**config.mk**
```make
export PLATFORM = sky130hd
export DESIGN_NAME = alu_arbiter_flat
export DESIGN_NICKNAME = d
export VERILOG_FILES = /design/src/rtl/alu_arbiter.sv /design/src/rtl/alu_arbiter_if.sv /design/src/flat_wrapper.sv
export SDC_FILE = /design/constraint.sdc
export NUM_CORES = 1
export LEC_CHECK = 0
export BUFFER_PORTS_ARGS = -buffer_cell sky130_fd_sc_hd__buf_4
export CORE_MARGIN = 1
export CORE_UTILIZATION = 40
export DETAILED_ROUTE_END_ITERATION = 10
export PLACE_DENSITY_LB_ADDON = 0.12
export SETUP_SLACK_MARGIN = 0.5
export SYNTH_ARGS = -nofsm -noshare
export SYNTH_HDL_FRONTEND = slang
export SYNTH_SLANG_ARGS = --single-unit
```
**constraint.sdc**
```tcl
create_clock -name clk -period 17 [get_ports clk]
set_input_delay 3.4 -clock clk [delete_from_list [all_inputs] [get_ports clk]]
set_output_delay 3.4 -clock clk [all_outputs]
set_load 0.05 [all_outputs]
```
**src/rtl/alu_arbiter.sv**
```systemverilog
// Shared-ALU arbiter: one combinational alu time-shared among NREQ
// requesters with round-robin grant and a single registered result slot.

package alu_pkg;
  // Function codes follow the RISC-V funct3 numbering of the OP group.
  typedef enum logic [2:0] {
    ADD_SUB = 3'd0,
    SLL     = 3'd1,
    SLT     = 3'd2,
    SLTU    = 3'd3,
    XOR     = 3'd4,
    SRL_SRA = 3'd5,
    OR      = 3'd6,
    AND     = 3'd7
  } ALU_FN_t;
endpackage

// Combinational integer ALU; funct7 != 0 selects SUB / SRA.
module alu
  import alu_pkg::*;
#(
  parameter int unsigned WIDTH = 32
) (
  input  ALU_FN_t          fn,
  input  logic [6:0]       funct7,
  input  logic [WIDTH-1:0] a,
  input  logic [WIDTH-1:0] b,
  output logic [WIDTH-1:0] out
);
  localparam int unsigned SHW = (WIDTH > 1) ? $clog2(WIDTH) : 1;

  logic           alt;
  logic [SHW-1:0] shamt;

  assign alt   = (funct7 != 7'd0);
  assign shamt = b[SHW-1:0];

  // Operation select; every path assigns out.
  always_comb begin
    out = '0;
    case (fn)
      ADD_SUB: out = alt ? (a - b) : (a + b);
      SLL:     out = a << shamt;
      SLT:     out = {{(WIDTH-1){1'b0}}, ($signed(a) < $signed(b))};
      SLTU:    out = {{(WIDTH-1){1'b0}}, (a < b)};
      XOR:     out = a ^ b;
      SRL_SRA: out = alt ? WIDTH'($signed(a) >>> shamt) : (a >> shamt);
      OR:      out = a | b;
      AND:     out = a & b;
      default: out = '0;
    endcase
  end
endmodule

module alu_arbiter
  import alu_pkg::*;
#(
  parameter int unsigned WIDTH = 32,
  parameter int unsigned NREQ  = 2
) (
  input  logic         clk,
  input  logic         rst,
  alu_arbiter_if.slave bus
);
  localparam int unsigned IDW = (NREQ > 1) ? $clog2(NREQ) : 1;

  typedef enum logic {EMPTY = 1'b0, FULL = 1'b1} slot_state_t;

  slot_state_t      state;
  logic [IDW-1:0]   rr_ptr;
  logic [IDW-1:0]   rsp_id_q;
  logic [WIDTH-1:0] rsp_data_q;

  logic             found;
  logic [IDW-1:0]   grant;
  logic [IDW-1:0]   idx;
  logic             can_accept;
  logic             accept;
  logic [NREQ-1:0]  ready_vec;

  ALU_FN_t          alu_fn;
  logic [6:0]       alu_funct7;
  logic [WIDTH-1:0] alu_a;
  logic [WIDTH-1:0] alu_b;
  logic [WIDTH-1:0] alu_out;

  // Round-robin search: first valid requester at or after rr_ptr, wrapping.
  always_comb begin
    found = 1'b0;
    grant = '0;
    idx   = '0;
    for (int unsigned k = 0; k < NREQ; k++) begin
      idx = IDW'((32'(rr_ptr) + k) % NREQ);
      if (!found && bus.req_valid[idx]) begin
        found = 1'b1;
        grant = idx;
      end
    end
  end

  // Handshake: only the granted lane sees ready, and only when the slot can
  // take a result this edge (empty, or being drained simultaneously).
  always_comb begin
    can_accept = (state == EMPTY) || bus.rsp_ready;
    accept     = found && can_accept && !rst;
    ready_vec  = '0;
    if (accept) begin
      ready_vec[grant] = 1'b1;
    end
  end

  // Operand mux from the granted lane into the shared ALU.
  always_comb begin
    alu_fn     = ALU_FN_t'(bus.req_fn[grant]);
    alu_funct7 = bus.req_funct7[grant];
    alu_a      = bus.req_a[grant];
    alu_b      = bus.req_b[grant];
  end

  alu #(
    .WIDTH(WIDTH)
  ) u_alu (
    .fn    (alu_fn),
    .funct7(alu_funct7),
    .a     (alu_a),
    .b     (alu_b),
    .out   (alu_out)
  );

  // Result slot FSM with its payload and the round-robin pointer.
  always_ff @(posedge clk) begin
    if (rst) begin
      state      <= EMPTY;
      rsp_data_q <= '0;
      rsp_id_q   <= '0;
      rr_ptr     <= '0;
    end else begin
      case (state)
        EMPTY: begin
          if (accept) begin
            state <= FULL;
          end
        end
        FULL: begin
          if (bus.rsp_ready && !accept) begin
            state <= EMPTY;
          end
        end
        default: state <= EMPTY;
      endcase
      if (accept) begin
        rsp_data_q <= alu_out;
        rsp_id_q   <= grant;
        rr_ptr     <= IDW'((32'(grant) + 32'd1) % NREQ);
      end
    end
  end

  assign bus.req_ready = ready_vec;
  assign bus.rsp_valid = (state == FULL);
  assign bus.busy      = (state == FULL);
  assign bus.rsp_id    = rsp_id_q;
  assign bus.rsp_data  = rsp_data_q;
endmodule
```
**src/rtl/alu_arbiter_if.sv**
```systemverilog
// Requester/consumer bundle for alu_arbiter: NREQ request lanes in, one
// tagged result lane out. The master side is the requesters plus the
// result consumer; the slave side is the arbiter.
interface alu_arbiter_if #(
  parameter int unsigned WIDTH = 32,
  parameter int unsigned NREQ  = 2
);
  localparam int unsigned IDW = (NREQ > 1) ? $clog2(NREQ) : 1;
  localparam int unsigned FNW = 3;

  logic [NREQ-1:0]            req_valid;
  logic [NREQ-1:0]            req_ready;
  logic [NREQ-1:0][FNW-1:0]   req_fn;
  logic [NREQ-1:0][6:0]       req_funct7;
  logic [NREQ-1:0][WIDTH-1:0] req_a;
  logic [NREQ-1:0][WIDTH-1:0] req_b;

  logic                       rsp_valid;
  logic                       rsp_ready;
  logic [IDW-1:0]             rsp_id;
  logic [WIDTH-1:0]           rsp_data;
  logic                       busy;

  modport master (
    output req_valid, req_fn, req_funct7, req_a, req_b, rsp_ready,
    input  req_ready, rsp_valid, rsp_id, rsp_data, busy
  );

  modport slave (
    input  req_valid, req_fn, req_funct7, req_a, req_b, rsp_ready,
    output req_ready, rsp_valid, rsp_id, rsp_data, busy
  );
endinterface

```
**src/flat_wrapper.sv**
```systemverilog
// flat-port wrapper written by rule: the top's interface ports become plain ports
module alu_arbiter_flat import alu_pkg::*;
#(
  parameter int unsigned WIDTH = 32,
  parameter int unsigned NREQ  = 2
)
  (clk, rst, bus_req_valid, bus_req_fn, bus_req_funct7, bus_req_a, bus_req_b, bus_rsp_ready, bus_req_ready, bus_rsp_valid, bus_rsp_id, bus_rsp_data, bus_busy);
  alu_arbiter_if #(.WIDTH(WIDTH), .NREQ(NREQ)) bus_i ();
  input  logic clk;
  input  logic rst;
  input wire logic [$bits(bus_i.req_valid)-1:0] bus_req_valid;
  input wire logic [$bits(bus_i.req_fn)-1:0] bus_req_fn;
  input wire logic [$bits(bus_i.req_funct7)-1:0] bus_req_funct7;
  input wire logic [$bits(bus_i.req_a)-1:0] bus_req_a;
  input wire logic [$bits(bus_i.req_b)-1:0] bus_req_b;
  input wire logic [$bits(bus_i.rsp_ready)-1:0] bus_rsp_ready;
  output wire logic [$bits(bus_i.req_ready)-1:0] bus_req_ready;
  output wire logic [$bits(bus_i.rsp_valid)-1:0] bus_rsp_valid;
  output wire logic [$bits(bus_i.rsp_id)-1:0] bus_rsp_id;
  output wire logic [$bits(bus_i.rsp_data)-1:0] bus_rsp_data;
  output wire logic [$bits(bus_i.busy)-1:0] bus_busy;
  assign bus_i.req_valid = bus_req_valid;
  assign bus_i.req_fn = bus_req_fn;
  assign bus_i.req_funct7 = bus_req_funct7;
  assign bus_i.req_a = bus_req_a;
  assign bus_i.req_b = bus_req_b;
  assign bus_i.rsp_ready = bus_rsp_ready;
  assign bus_req_ready = bus_i.req_ready;
  assign bus_rsp_valid = bus_i.rsp_valid;
  assign bus_rsp_id = bus_i.rsp_id;
  assign bus_rsp_data = bus_i.rsp_data;
  assign bus_busy = bus_i.busy;
  alu_arbiter #(.WIDTH(WIDTH), .NREQ(NREQ)) u_core (.clk(clk), .rst(rst), .bus(bus_i));
endmodule
```
# After elaboration in Yosys (flattened, before gate mapping)
# Cells that the tools add are included.
dict set report word_totals {
  inputBits 153
  output_inout_bits 37
  wordCells 64
  regBits 35
}
dict set report op_classes {
  n_lt_le_gt_ge 6
  n_bitwise 4
  n_shift 3
  n_addsub 4
  muxes 25
  reduce_logical 11
  n_eq_ne 7
}
# cell n
set op_table {}
lappend op_table {{32-bit case mux with 8 select lines} 1}
lappend op_table {{32-bit 2-to-1 mux} 6}
lappend op_table {{32-bit less-than comparator} 2}
lappend op_table {{32-bit adder} 1}
lappend op_table {{32-bit AND} 1}
lappend op_table {{32-bit OR} 1}
lappend op_table {{32-bit by 5-bit << shifter with 32-bit output} 1}
lappend op_table {{32-bit by 5-bit right shift with 32-bit output} 1}
lappend op_table {{32-bit by 5-bit >>> shifter with 32-bit output} 1}
lappend op_table {{32-bit subtractor} 1}
lappend op_table {{32-bit bitwise XOR} 1}
lappend op_table {{7-bit 2-to-1 mux} 2}
lappend op_table {{3-bit equality test (second input constant)} 4}
lappend op_table {{1-bit 2-to-1 mux} 11}
lappend op_table {{7-bit nonzero test} 1}
lappend op_table {{3-bit by 2-bit equality test with 1-bit output (second input constant)} 2}
lappend op_table {{1-bit by 2-bit less-than comparator with 1-bit output (second input constant)} 3}
lappend op_table {{3-bit 2-to-1 mux} 2}
lappend op_table {{1-bit logical AND} 5}
lappend op_table {{3-bit by 1-bit equality test with 1-bit output (second input constant)} 1}
lappend op_table {{1-bit logical NOT} 3}
lappend op_table {{3-bit logical NOT} 1}
lappend op_table {{1-bit adder (second input constant)} 2}
lappend op_table {{2-bit 2-to-1 mux} 1}
lappend op_table {{other kinds (5)} 5}

# Longest topological paths before layout
dict set report logic_depth {
  ltp_word 12
  ltp_mapped 24
  mapped_depth_nobuf 18
}

# By module
# A second synthesis with hierarchy kept.
dict set report hier_totals {
  hier_cells 1544
  hier_area_um2 10781.6
}
# mod area_each_um2 cells_per_inst seq_area_each_um2 n_inst
set modules_own_cells {}
lappend modules_own_cells {alu 8481.9 1342 0.0 1}
lappend modules_own_cells {alu_arbiter 2299.7 202 700.7 1}

# Worst setup path before layout
# No wires, ideal clock.
dict set report synth_path {
  path_kind {input port to output port}
  from {in bus_req_valid[1]}
  to {out bus_req_ready[0]}
  required_time_ns 13.600
  path_stages 9
  setup_slack_ns 8.187
  t_arrival_ns 5.413
  cell_sequence {inv_2 > buf_2 > nor2_8 > buf_6 > buf_6 > buf_2 > clkbuf_1 > buf_1 > nor2_1}
}
dict set report synth_between {
  elab_chain_len 11
}
# element line
set synth_lines {}
lappend synth_lines {{from (decl)} flat_wrapper.sv:11} ;# input wire logic [$bits(bus_i.req_valid)-1:0] bus_req_valid;
lappend synth_lines {{1-bit 2-to-1 mux (not written as such) (2 in a row)} alu_arbiter.sv:94} ;# if (!found && bus.req_valid[idx]) begin
lappend synth_lines {{1-bit 2-to-1 mux} alu_arbiter.sv:94}
lappend synth_lines {{1-bit logical NOT} alu_arbiter.sv:94}
lappend synth_lines {{1-bit logical AND} alu_arbiter.sv:94}
lappend synth_lines {{1-bit 2-to-1 mux} alu_arbiter.sv:94}
lappend synth_lines {{1-bit by 2-bit less-than comparator with 1-bit output (not written as such) or 1-bit >= comparator (tied branches)} alu_arbiter.sv:108} ;# ready_vec[grant] = 1'b1;
lappend synth_lines {{1-bit logical AND (not written as such)} alu_arbiter.sv:108}
lappend synth_lines {{1-bit 2-to-1 mux (not written as such)} alu_arbiter.sv:108}
lappend synth_lines {{1-bit demux with 1-bit select} --}
lappend synth_lines {{2-bit 2-to-1 mux (*)} alu_arbiter.sv:107} ;# if (accept) begin
lappend synth_lines {{to (decl)} flat_wrapper.sv:17} ;# output wire logic [$bits(bus_i.req_ready)-1:0] bus_req_ready;
# Every way passes the cells marked *; elsewhere a longest branch is shown, timed or not. The select of a mux whose other input is x is not followed.

# Final worst setup path
dict set report layout_path {
  from {in bus_req_valid[1]}
  to {reg u_core.rsp_data_q[19], in the netlist u_core.bus.rsp_data[19]}
}
dict set report layout_between {
  elab_chain_len 11
}
# element line
set layout_lines {}
lappend layout_lines {{1-bit 2-to-1 mux (not written as such) (2 in a row)} alu_arbiter.sv:94}
lappend layout_lines {{1-bit 2-to-1 mux} alu_arbiter.sv:94}
lappend layout_lines {{1-bit logical NOT} alu_arbiter.sv:94}
lappend layout_lines {{1-bit logical AND} alu_arbiter.sv:94}
lappend layout_lines {{1-bit 2-to-1 mux} alu_arbiter.sv:94}
lappend layout_lines {{32-bit 2-to-1 mux (not written as such), or another cell as far along (2 in a row)} alu_arbiter.sv:116} ;# alu_a = bus.req_a[grant];
lappend layout_lines {{32-bit adder, or another cell as far along} alu_arbiter.sv:42} ;# ADD_SUB: out = alt ? (a - b) : (a + b);
lappend layout_lines {{32-bit 2-to-1 mux, on equally long branches} {alu_arbiter.sv:42, alu_arbiter.sv:47}}
lappend layout_lines {{32-bit case mux with 8 select lines} alu_arbiter.sv:41} ;# case (fn)
lappend layout_lines {{to (signal assigned)} alu_arbiter.sv:152} ;# rsp_data_q <= alu_out;
lappend layout_lines {{to (decl)} alu_arbiter.sv:72} ;# logic [WIDTH-1:0] rsp_data_q;
# Parallel ways exist; a longest one is shown, timed or not. The select of a mux whose other input is x is not followed.
# A chain may end at the register's enable or synchronous reset.

==> metrics <==
highest clock rate 111 MHz; cell family with the largest share of critical-path delay compound AO/OA/AOI/OAI gates; leakage power total ~6.2 nW; synthesis-to-layout area growth 13.0%; Max-Slew Margin vs Limit 10.1%; worst skew pair latency 0.29 ns; Std-Cell Core Area just over 0.03 mm²; Tightest Hold Check Type flop to flop; overall power consumption between 0.9 and 1 mW; starting density of the core around two fifths; count of H-tree levels built during CTS 2; number of synthesized flops with an enable pin 0; # clock sinks 35; Global Route Usage Sum between 40% and 50%; crit path buf inv count 3; number of standard cells after synthesis approximately 1900; HPWL after detailed placement 52400 µm; clk slew on worst S/H paths roughly 0.07 ns; die height between 150 and 200 µm; share of final-layout standard cells stronger than drive strength 1 17.5%; Remaining DRCs 0; ratio of total power to cell area 66.9 mW/mm²; detailed-routing iteration count for the pre-antenna-repair pass 5; startpoint of the worst hold path u_core.bus.rsp_data[24]$_SDFFE_PP0P_; row cnt 64; Area after DPL between 0.01 and 0.015 mm²; Least-Margin Pin Slew 1.31 ns; Synth warnings 0; first-pass GRT wire length around 95000 µm; dominant cell type by count on the critical path sky130_fd_sc_hd__nand2_1; most common cell after layout, fill and taps aside sky130_fd_sc_hd__nand2_1; top-level port count 190; overall overflow remaining after global route 0; CTS root buf sky130_fd_sc_hd__clkbuf_16; proportion of synthesized chip area in sequential cells 5.66%; buffers added on ports ~190; Fin. Hold Viols 0; period utilisation layout approximately 53%; Antenna Nets Post-Route 0; Final min period ~9.0 ns; WP data required between 15 and 20 ns; classification of the worst setup path input port to flop; startpoint of the worst-slack reg-to-reg timing path u_core.rr_ptr$_SDFFE_PP0P_; starting DRC count in detailed routing approximately 2100; number of storage elements in the synthesis netlist 35; antenna violations before repair 0; number of diodes added for antenna fixing 0; Post-Route Hold Slack 0.470 ns; max-cap violations 0; area occupied by multi-input gates around 0.011 mm²; fillers around 3300; maximum number of pins on one net before global-route repair 94; final setup violation count 0; post-route setup TNS 0 ns; total area of sequential cells 701 µm²; Via Count 15300; post-synthesis async set-or-reset flop share 0%; CTS tree built; R2R Setup Slk approximately 11 ns; timing startpoint of the critical path bus_req_valid[1]; average cell area after synthesis roughly 6.7 µm²; Critical Path End Type flop; number of slew-limit violations in the final report 0; number of global-route vias before repair ~14000; slowest cell delay on critical path about 0.87 ns; cell at the slowest stage of the critical path sky130_fd_sc_hd__buf_4; status complete, no violations; die area 0.0317 mm²; vias per std cell approximately 6.5; critical-path maximum fanout just over 90; cts hold-fix bufs 0; total wirelength of the detailed-routed design between 60000 and 70000 µm; Synth cell types 100; worst endpoint data arrival time roughly 9.3 ns; weighted congestion at the end of routability-driven global placement 1.06; setup skew after layout ~0.014 ns; kind of launch point of the worst setup path input port; average wire per standard cell around 28 µm; cell chain of the critical path buf_4, inv_2, nor2_8, buf_4, nand2_1, nand2_1, ha_1, a21o_1, a2111oi_2, a41oi_1, a2111oi_0, nor2_1, o31ai_1, xnor2_1, nand2_1, a21oi_1; cell area after layout approximately 0.014 mm²; total standard cell area after synthesis about 0.012 mm²; commonest register cell after synthesis sky130_fd_sc_hd__dfxtp_1; number of resized instances in the post-cts repair step 0; cts bufs inserted 5; highest-count cells in the layout ignoring fill and taps 293 x sky130_fd_sc_hd__nand2_1, 217 x sky130_fd_sc_hd__buf_4, 158 x sky130_fd_sc_hd__a21oi_1; CTS Buffer Depth 2; post-synth net total 2099; setup repair after global routing missed its margin no; count of buffers added by post-CTS timing repair for setup 0; horizontal extent of the die approximately 180 µm; Final nets between 2000 and 2500; maximum vdd drop 0.0449 mV
-- per-stage QoR --
| stage | util (%) | instances | setup WS (ns) |
|---|---|---|---|
| final | 45.9 | 2338 | 7.96 |
| after global routing | 45.9 | 2338 | 7.72 |
| after CTS | 45.9 | 2338 | 8.10 |
| after detailed placement | 45.4 | 2331 | 7.83 |
| after global placement | 45.4 | 2331 | 7.73 |
| after floorplan | - | 1852 | 8.19 |
-- state kept, by name (all words and copies together) (netlist names) --
register	cells
u_core.bus.rsp_data	32
u_core.bus.busy	1
u_core.bus.rsp_id	1
u_core.rr_ptr	1
-- tightest hold or removal path, delay by kind of cell (launching register included) --
kind	cells	cell delay, ns
AOI/OAI and AO/OA	1	0.05
DFF	1	0.31
and+or+nand+nor	1	0.06
-- path summary, 6_finish.rpt --
path                                                        endpoint  depth (start not counted)
worst max-delay path            u_core.bus.rsp_data[19]$_SDFFE_PP0P_                         16
worst min-delay path            u_core.bus.rsp_data[24]$_SDFFE_PP0P_                          2
worst max register to register  u_core.bus.rsp_data[19]$_SDFFE_PP0P_                         18
worst min register to register  u_core.bus.rsp_data[24]$_SDFFE_PP0P_                          2
-- power breakdown --
part / internal [mW] / switching, mW
sequential: 0.0938 / 0.00943
combinational: 0.237 / 0.495
clock: 0.0576 / 0.0440
-- metal layers --
metal	up-vias	share of wire, %	wire [µm]	GRT usage (%)
li1	6957	-	-	-
met1	7219	42	28000	55.9
met2	959	42	27800	61.7
met3	152	10	6770	7.78
met4	0	5.3	3520	19.7
met5	-	0	0	0
-- synth_stat cells (5+ instances only) --
library cell / number / area, µm²
sky130_fd_sc_hd__and2_1: 8 / 50.1
sky130_fd_sc_hd__nand3_1: 55 / 275
sky130_fd_sc_hd__nand2_1: 294 / 1100
sky130_fd_sc_hd__mux2i_1: 141 / 1410
sky130_fd_sc_hd__a21boi_0: 5 / 37.5
sky130_fd_sc_hd__buf_1: 5 / 18.8
sky130_fd_sc_hd__o21ai_1: 12 / 60.1
sky130_fd_sc_hd__o21a_1: 8 / 60.1
sky130_fd_sc_hd__xnor2_1: 24 / 210
sky130_fd_sc_hd__o21ai_0: 145 / 726
sky130_fd_sc_hd__nor2_1: 127 / 477
sky130_fd_sc_hd__a211o_1: 6 / 52.6
sky130_fd_sc_hd__clkbuf_1: 50 / 188
sky130_fd_sc_hd__xor2_1: 6 / 52.6
sky130_fd_sc_hd__inv_1: 95 / 357
sky130_fd_sc_hd__a31o_2: 9 / 78.8
sky130_fd_sc_hd__a221oi_1: 20 / 175
sky130_fd_sc_hd__o31ai_1: 9 / 67.6
sky130_fd_sc_hd__and3_1: 10 / 62.6
sky130_fd_sc_hd__or3_1: 14 / 87.6
sky130_fd_sc_hd__o2111ai_1: 6 / 52.6
sky130_fd_sc_hd__a31oi_1: 28 / 175
sky130_fd_sc_hd__o211ai_1: 48 / 360
sky130_fd_sc_hd__or2_2: 6 / 37.5
sky130_fd_sc_hd__buf_4: 18 / 135
sky130_fd_sc_hd__ha_1: 92 / 1150
sky130_fd_sc_hd__nor2b_1: 26 / 163
sky130_fd_sc_hd__o21bai_1: 10 / 75.1
sky130_fd_sc_hd__a211oi_1: 38 / 285
sky130_fd_sc_hd__nand4_1: 6 / 37.5
sky130_fd_sc_hd__a21o_1: 17 / 128
sky130_fd_sc_hd__a21oi_1: 158 / 791
sky130_fd_sc_hd__dfxtp_1: 35 / 701
sky130_fd_sc_hd__nor3_1: 31 / 155
sky130_fd_sc_hd__a2111oi_0: 8 / 70.1
sky130_fd_sc_hd__nor4_1: 7 / 43.8
sky130_fd_sc_hd__mux2_2: 53 / 597
sky130_fd_sc_hd__o31a_1: 6 / 52.6
sky130_fd_sc_hd__o221ai_1: 13 / 114
sky130_fd_sc_hd__nand2b_1: 19 / 119
sky130_fd_sc_hd__buf_6: 7 / 78.8
sky130_fd_sc_hd__o22ai_1: 10 / 62.6
sky130_fd_sc_hd__a221o_1: 12 / 120
sky130_fd_sc_hd__buf_2: 53 / 265
-- kinds of logic (layout without fill, tap and decap cells) --
family	after synthesis	in the layout	share of synthesized area, %
AO/OA/AOI/OAI	629	629	33.9
XOR/XNOR	30	30	2.12
buffers and inverters	232	322	8.67
AND/OR/NAND/NOR	634	634	23.4
adder cells (fa/ha/maj)	94	94	9.62
multiplexers	198	198	16.7
flip-flops	35	35	5.66
-- layout make-up --
class                           count  area share, %
Multi-Input combinational cell   1585           76.1
Timing Repair Buffer              217           11.6
Clock buffer                        6          0.993
Sequential cell                    35           5.01
Inverter                           98           2.63
Tap cell                          396           3.54
Clock inverter                      1         0.0358
Power figures use the tool's default switching activity.
